--- src/rtl/fb_stream_pkg.sv ---
// Shared types and constants for the frame-buffer read scheduler.
package fb_stream_pkg;

   localparam int unsigned FIFO_DEPTH = 2;
   localparam int unsigned PIX_W_DEF  = 12;

   typedef enum logic [1:0] {
      IDLE,
      RUN,
      DRAIN
   } state_t;

   typedef struct packed {
      logic                 sop;
      logic                 eop;
      logic [PIX_W_DEF-1:0] data;
   } fifo_entry_t;

endpackage

--- src/rtl/fb_skid_fifo.sv ---
// Two-entry skid FIFO; entry 0 is always the head and drives the output directly.
module fb_skid_fifo
   import fb_stream_pkg::*;
#(
   parameter int unsigned PIX_W = PIX_W_DEF
) (
   input  logic             clk,
   input  logic             rst,
   input  logic             push,
   input  logic             push_sop,
   input  logic             push_eop,
   input  logic [PIX_W-1:0] push_data,
   input  logic             pop,
   output logic             head_sop,
   output logic             head_eop,
   output logic [PIX_W-1:0] head_data,
   output logic [1:0]       count
);

   typedef struct packed {
      logic             sop;
      logic             eop;
      logic [PIX_W-1:0] data;
   } entry_t;

   entry_t     mem_q [FIFO_DEPTH];
   entry_t     mem_d [FIFO_DEPTH];
   logic [1:0] count_q, count_d;
   logic [1:0] level;
   logic       pop_ok;

   // Entries shift toward the head on pop; a push lands just past the surviving entries.
   always_comb begin
      pop_ok  = pop && (count_q != '0);
      level   = count_q - {1'b0, pop_ok};
      mem_d   = mem_q;
      if (pop_ok) begin
         mem_d[0] = mem_q[1];
      end
      if (push) begin
         if (level == 2'd0) begin
            mem_d[0] = '{sop: push_sop, eop: push_eop, data: push_data};
         end else begin
            mem_d[1] = '{sop: push_sop, eop: push_eop, data: push_data};
         end
      end
      count_d = level + {1'b0, push};
   end

   always_ff @(posedge clk or posedge rst) begin
      if (rst) begin
         count_q <= '0;
         for (int unsigned i = 0; i < FIFO_DEPTH; i++) begin
            mem_q[i] <= '0;
         end
      end else begin
         assert (!(push && level == 2'(FIFO_DEPTH)));
         count_q <= count_d;
         mem_q   <= mem_d;
      end
   end

   assign head_sop  = mem_q[0].sop;
   assign head_eop  = mem_q[0].eop;
   assign head_data = mem_q[0].data;
   assign count     = count_q;

endmodule

--- src/rtl/fb_stream_sched.sv ---
// Raster-order frame-buffer reader emitting one Avalon-ST packet per frame.
module fb_stream_sched
   import fb_stream_pkg::*;
#(
   parameter int unsigned WIDTH  = 320,
   parameter int unsigned HEIGHT = 240,
   parameter int unsigned ADDR_W = 17,
   parameter int unsigned PIX_W  = 12
) (
   input  logic              clk,
   input  logic              reset,
   input  logic              enable,
   output logic              rd_en,
   output logic [ADDR_W-1:0] rd_addr,
   input  logic [PIX_W-1:0]  rd_data,
   output logic [PIX_W-1:0]  src_data,
   output logic              src_valid,
   input  logic              src_ready,
   output logic              src_sop,
   output logic              src_eop,
   output logic              busy,
   output logic              frame_done
);

   localparam logic [ADDR_W-1:0] LAST_ADDR = ADDR_W'(WIDTH * HEIGHT - 1);

   state_t            state_q, state_d;
   logic [ADDR_W-1:0] rd_addr_q, rd_addr_d;
   logic              inflight_q, inflight_d;
   logic              infl_sop_q, infl_sop_d;
   logic              infl_eop_q, infl_eop_d;
   logic              frame_done_q, frame_done_d;

   logic [1:0] fifo_count;
   logic [2:0] occupancy;
   logic       pop;
   logic       issue;

   assign src_valid = (fifo_count != '0);
   assign pop       = src_valid && src_ready;

   // Issue only if the FIFO can still absorb everything already requested.
   always_comb begin
      occupancy = {1'b0, fifo_count} + {2'b0, inflight_q} - {2'b0, pop};
      issue     = (state_q == RUN) && (occupancy < 3'd2);
   end

   always_comb begin
      state_d      = state_q;
      rd_addr_d    = rd_addr_q;
      inflight_d   = issue;
      infl_sop_d   = (rd_addr_q == '0);
      infl_eop_d   = (rd_addr_q == LAST_ADDR);
      frame_done_d = pop && src_eop;
      unique case (state_q)
         IDLE: begin
            if (enable) begin
               state_d   = RUN;
               rd_addr_d = '0;
            end
         end
         RUN: begin
            if (issue) begin
               if (rd_addr_q == LAST_ADDR) begin
                  rd_addr_d = '0;
                  if (!enable) begin
                     state_d = DRAIN;
                  end
               end else begin
                  rd_addr_d = rd_addr_q + ADDR_W'(1);
               end
            end
         end
         DRAIN: begin
            if (!inflight_q && fifo_count == '0) begin
               state_d = IDLE;
            end
         end
         default: state_d = IDLE;
      endcase
   end

   always_ff @(posedge clk or posedge reset) begin
      if (reset) begin
         state_q      <= IDLE;
         rd_addr_q    <= '0;
         inflight_q   <= 1'b0;
         infl_sop_q   <= 1'b0;
         infl_eop_q   <= 1'b0;
         frame_done_q <= 1'b0;
      end else begin
         state_q      <= state_d;
         rd_addr_q    <= rd_addr_d;
         inflight_q   <= inflight_d;
         infl_sop_q   <= infl_sop_d;
         infl_eop_q   <= infl_eop_d;
         frame_done_q <= frame_done_d;
      end
   end

   fb_skid_fifo #(
      .PIX_W(PIX_W)
   ) u_fifo (
      .clk      (clk),
      .rst      (reset),
      .push     (inflight_q),
      .push_sop (infl_sop_q),
      .push_eop (infl_eop_q),
      .push_data(rd_data),
      .pop      (pop),
      .head_sop (src_sop),
      .head_eop (src_eop),
      .head_data(src_data),
      .count    (fifo_count)
   );

   assign rd_en      = issue;
   assign rd_addr    = rd_addr_q;
   assign busy       = (state_q != IDLE);
   assign frame_done = frame_done_q;

endmodule

--- config.mk ---
export PLATFORM = sky130hd
export DESIGN_NAME = fb_stream_sched
export DESIGN_NICKNAME = d
export VERILOG_FILES = /design/src/rtl/fb_stream_pkg.sv /design/src/rtl/fb_skid_fifo.sv /design/src/rtl/fb_stream_sched.sv
export SDC_FILE = /design/constraint.sdc
export NUM_CORES = 1
export LEC_CHECK = 0
export ABC_AREA = 1
export CAP_MARGIN = 20
export CORE_MARGIN = 2
export CORE_UTILIZATION = 53
export DETAILED_ROUTE_END_ITERATION = 12
export PLACE_DENSITY_LB_ADDON = 0.25
export SETUP_SLACK_MARGIN = 0.15
export SYNTH_ARGS = -nofsm -noshare
export SYNTH_HDL_FRONTEND = slang
export SYNTH_SLANG_ARGS = --single-unit
--- constraint.sdc ---
create_clock -name clk -period 4.4 [get_ports clk]
set_clock_uncertainty 0.1 [all_clocks]
set_input_delay 1.1 -clock clk [delete_from_list [all_inputs] [get_ports clk]]
set_output_delay 1.1 -clock clk [all_outputs]
set_load 0.05 [all_outputs]
==> impl_metrics.yaml <==
status:
  outcome: "finished clean"
sta:
  tightest_slew_ns: 0.8926
  hold_viol_final: 0
  drv_slew: 0
  rsz0062_at_grt: "false"
  fin_crit_sh_pct: 93.95
  fmax_ghz: 0.2419
  worst_slew_margin_rel_pct: 40.48
  min_period_ns: 4.134
  worst_slack_ns: 0.2661
  setup_viol: 0
  fin_setup_tns_ns: 0
die:
  dieWidth_um: 78.23
  fp.dieH_um: 78.23
  num_rows: 27
  io_pins: 51
  die-area_um2: 6120
  coreArea_um2: 5405
  initial_core_util_pct: 54.03
synthesis:
  synthMuxAreaShare_pct: 0
  yosys.area_share.simple_pct: 28.45
  yosys.area.top_type_share_pct: 45.42
  synth-compound-area-share_pct: 9.940
  synth_seq_cells: 53
  synth_cell_types: 33
  syn_inst: 374
  synthAdderAreaFrac_pct: 2.828
  synth_nets: 396
  synth_xor_area_share_pct: 1.157
  synth_top_family_by_area: "simple AND/OR/NAND/NOR gates"
  synth_top_area_cell: "dfrtp_1"
  syn_avg_cell_area_um2: 7.808
  ys_warn_count: 0
  synth_area_leaders: "dfrtp_1 (45%), nand2_1 (12%), inv_1 (6.4%)"
  yosysSeqAreaShare_pct: 45.42
  synth_area_um2: 2920
grt:
  grt_pass1_vias: 2310
  grt.total_usage_pct: 22.59
  grt_max_degree: 39
  grt_pass1_wl_mm: 11.04
  antenna_found_initial: 0
  grt_overflow_total: 0
power_and_ir_drop:
  vdd_drop_max_uv: 406.5
  p_leak_nw: 1.679
  power_density_nw_per_um2: 627.5
route:
  vias: 2475
  detail-route-antenna-nets: 0
  drc: 0
  dr.pass1.iters: 4
  wl_per_cell_um: 12.87
  via_per_inst: 5.082
  routed_wl_mm: 6.267
  drt-initial-drc-count: 157
cts:
  clockBufferDepth: 2
  clkSinkCount: 53
  cts_tree: "yes"
  path_clk_slew_ns: 0.09
  root_buffer: "clkbuf_8"
  holdBufCountCts: 0
  clock_latency_ns: 0.30
  cts-buffers-inserted: 5
  htree_levels: 2
place:
  dp_hpwl_mm: 4.535
  dp_slack_ns: 0.1939
  port_buffers: 50
  gp_congestion: 0.8706
worst_setup_path:
  worstReg2RegEnd: "u_fifo.mem_q[0]$_DFFE_PP0P_"
  rrSetupSlack_ns: 1.68
  worstPathMaxFanout: 2
  worstReg2RegStart: "u_fifo.count[1]$_DFF_PP0_"
  startpoint_type: "input port"
  worst-setup-path-type: "input port to primary output"
  ff2ff_path_depth: 9
  worstPathRequired_ns: 3.20
  worstSetupEndpointType: "primary output"
  critPathArrivalTime_ns: 2.93
layout:
  drive_above_1_share_pct: 8.916
  area_delta_synth_final_pct: 19.32
  antenna_cells: 0
  nets: 436
  utilization_pct: 64.47
  n_fill_cell: 467
min_path:
  min-delay-start: "u_fifo.mem_q[4]$_DFFE_PP0P_"
  hold_end: "u_fifo.mem_q[4]$_DFFE_PP0P_"
  holdCritPathClass: "flop to flop"
  whs_path_depth: 2
flow_run:
  cap_violations: 0
==> stage by stage <==
step	total power, mW	area, um^2	instances	hold slack (ns)
detailed placement	1.915	3390	478	0.3767
global route	2.364	3485	487	0.4256
finish	2.186	3485	487	0.3959
CTS	2.192	3477	486	0.3996
global placement	1.877	3390	478	0.3678
floorplan	1.671	2920	374	0.3534
==> how the worst max path moves through the flow <==
stage	slack [ns]	start	to	cells past startpoint
5_1_grt	0.17	src_ready	rd_en	10
6_report	0.27	src_ready	rd_en	10
3_5_place_dp	0.19	src_ready	rd_en	10
3_3_place_gp	0.22	src_ready	rd_en	10
2_1_floorplan	0.26	src_ready	rd_en	9
4_1_cts	0.18	src_ready	rd_en	10
==> final cells by class <==
type | instances | area, um^2 | share of cell area (%)
Clock inverter | 2 | 15.01 | 0.4309
Sequential cell | 53 | 1326 | 38.06
Tap cell | 72 | 90.09 | 2.585
Clock buffer | 6 | 72.57 | 2.083
Inverter | 56 | 210.2 | 6.032
Timing Repair Buffer | 53 | 533.0 | 15.30
Multi-Input combinational cell | 245 | 1237 | 35.51
==> worst max-delay path, stage by stage <==
cell and delay [ns]:
clkdlybuf4s50_1 0.47, nand2_2 0.06, inv_1 0.05, ha_1 0.21, inv_1 0.05, nand2_1 0.05
fa_1 0.53, nand4_2 0.15, inv_2 0.12, buf_12 0.13
==> cell families after synthesis <==
logic type / Yosys count
and+or+nand+nor: 184
buffers and inverters: 76
DFF: 53
AOI/OAI and AO/OA: 52
adders and majority gates: 6
xor gates and xnor gates: 3
==> Yosys cell counts <==
master and instances:
nand2_1 96, dfrtp_1 53, inv_1 50, nor2_1 44
o21ai_0 23, nand3_1 19, buf_4 14, a31oi_1 13
nand4_1 7, a21oi_1 6, inv_2 6, o21ai_1 6
ha_1 5, nand2_2 5, nor3_1 3, a21oi_2 2
buf_2 2, buf_6 2, nand2_4 2, nor3_2 2
xor2_1 2, clkbuf_1 1, clkbuf_2 1, fa_1 1
nand3_2 1, nand4_2 1, nor2_8 1, nor3_4 1
nor3b_2 1, nor4_1 1, o21ai_2 1, o21bai_1 1
xor2_2 1
==> cells in the final DEF (no fill, tap or decap), types with 6 or more instances in the layout <==
cell             instances
dfrtp_1                 53
nand4_1                  7
inv_2                    8
nand2_1                 96
inv_1                   48
a21oi_1                  6
o21ai_1                  6
a31oi_1                 13
o21ai_0                 23
nand3_1                 19
clkdlybuf4s50_1         49
nor2_1                  44
==> timing repair <==
| action | in CTS | in global routing |
|---|---|---|
| gates resized for setup | 0 | 1 |
| buffers inserted | 0 | 1 |
| endpoints found under the setup margin | 0 | 1 |
==> registers in the layout, summed over array words and instances, names as in the netlist, 2 cells and up <==
name	flops
state_q	2
u_fifo.head_data	12
u_fifo.count	2
rd_addr	17
u_fifo.mem_q	14
==> where the power goes <==
part | internal, mW | total [mW] | switching [mW]
Combinational | 0.385 | 1.17 | 0.788
Sequential | 0.639 | 0.744 | 0.105
Clock | 0.112 | 0.269 | 0.157
Total | 1.14 | 2.19 | 1.05
==> layer usage <==
| layer | up-vias | global-route usage [%] | wire length (um) |
|---|---|---|---|
| met3 | 7 | 2.644 | 244 |
| li1 | 1247 | - | - |
| met4 | 0 | 6.667 | 73 |
| met5 | - | 0 | 0 |
| met1 | 1167 | 30.99 | 2780 |
| met2 | 54 | 37.93 | 3168 |
(Power assumes the default switching activity.)
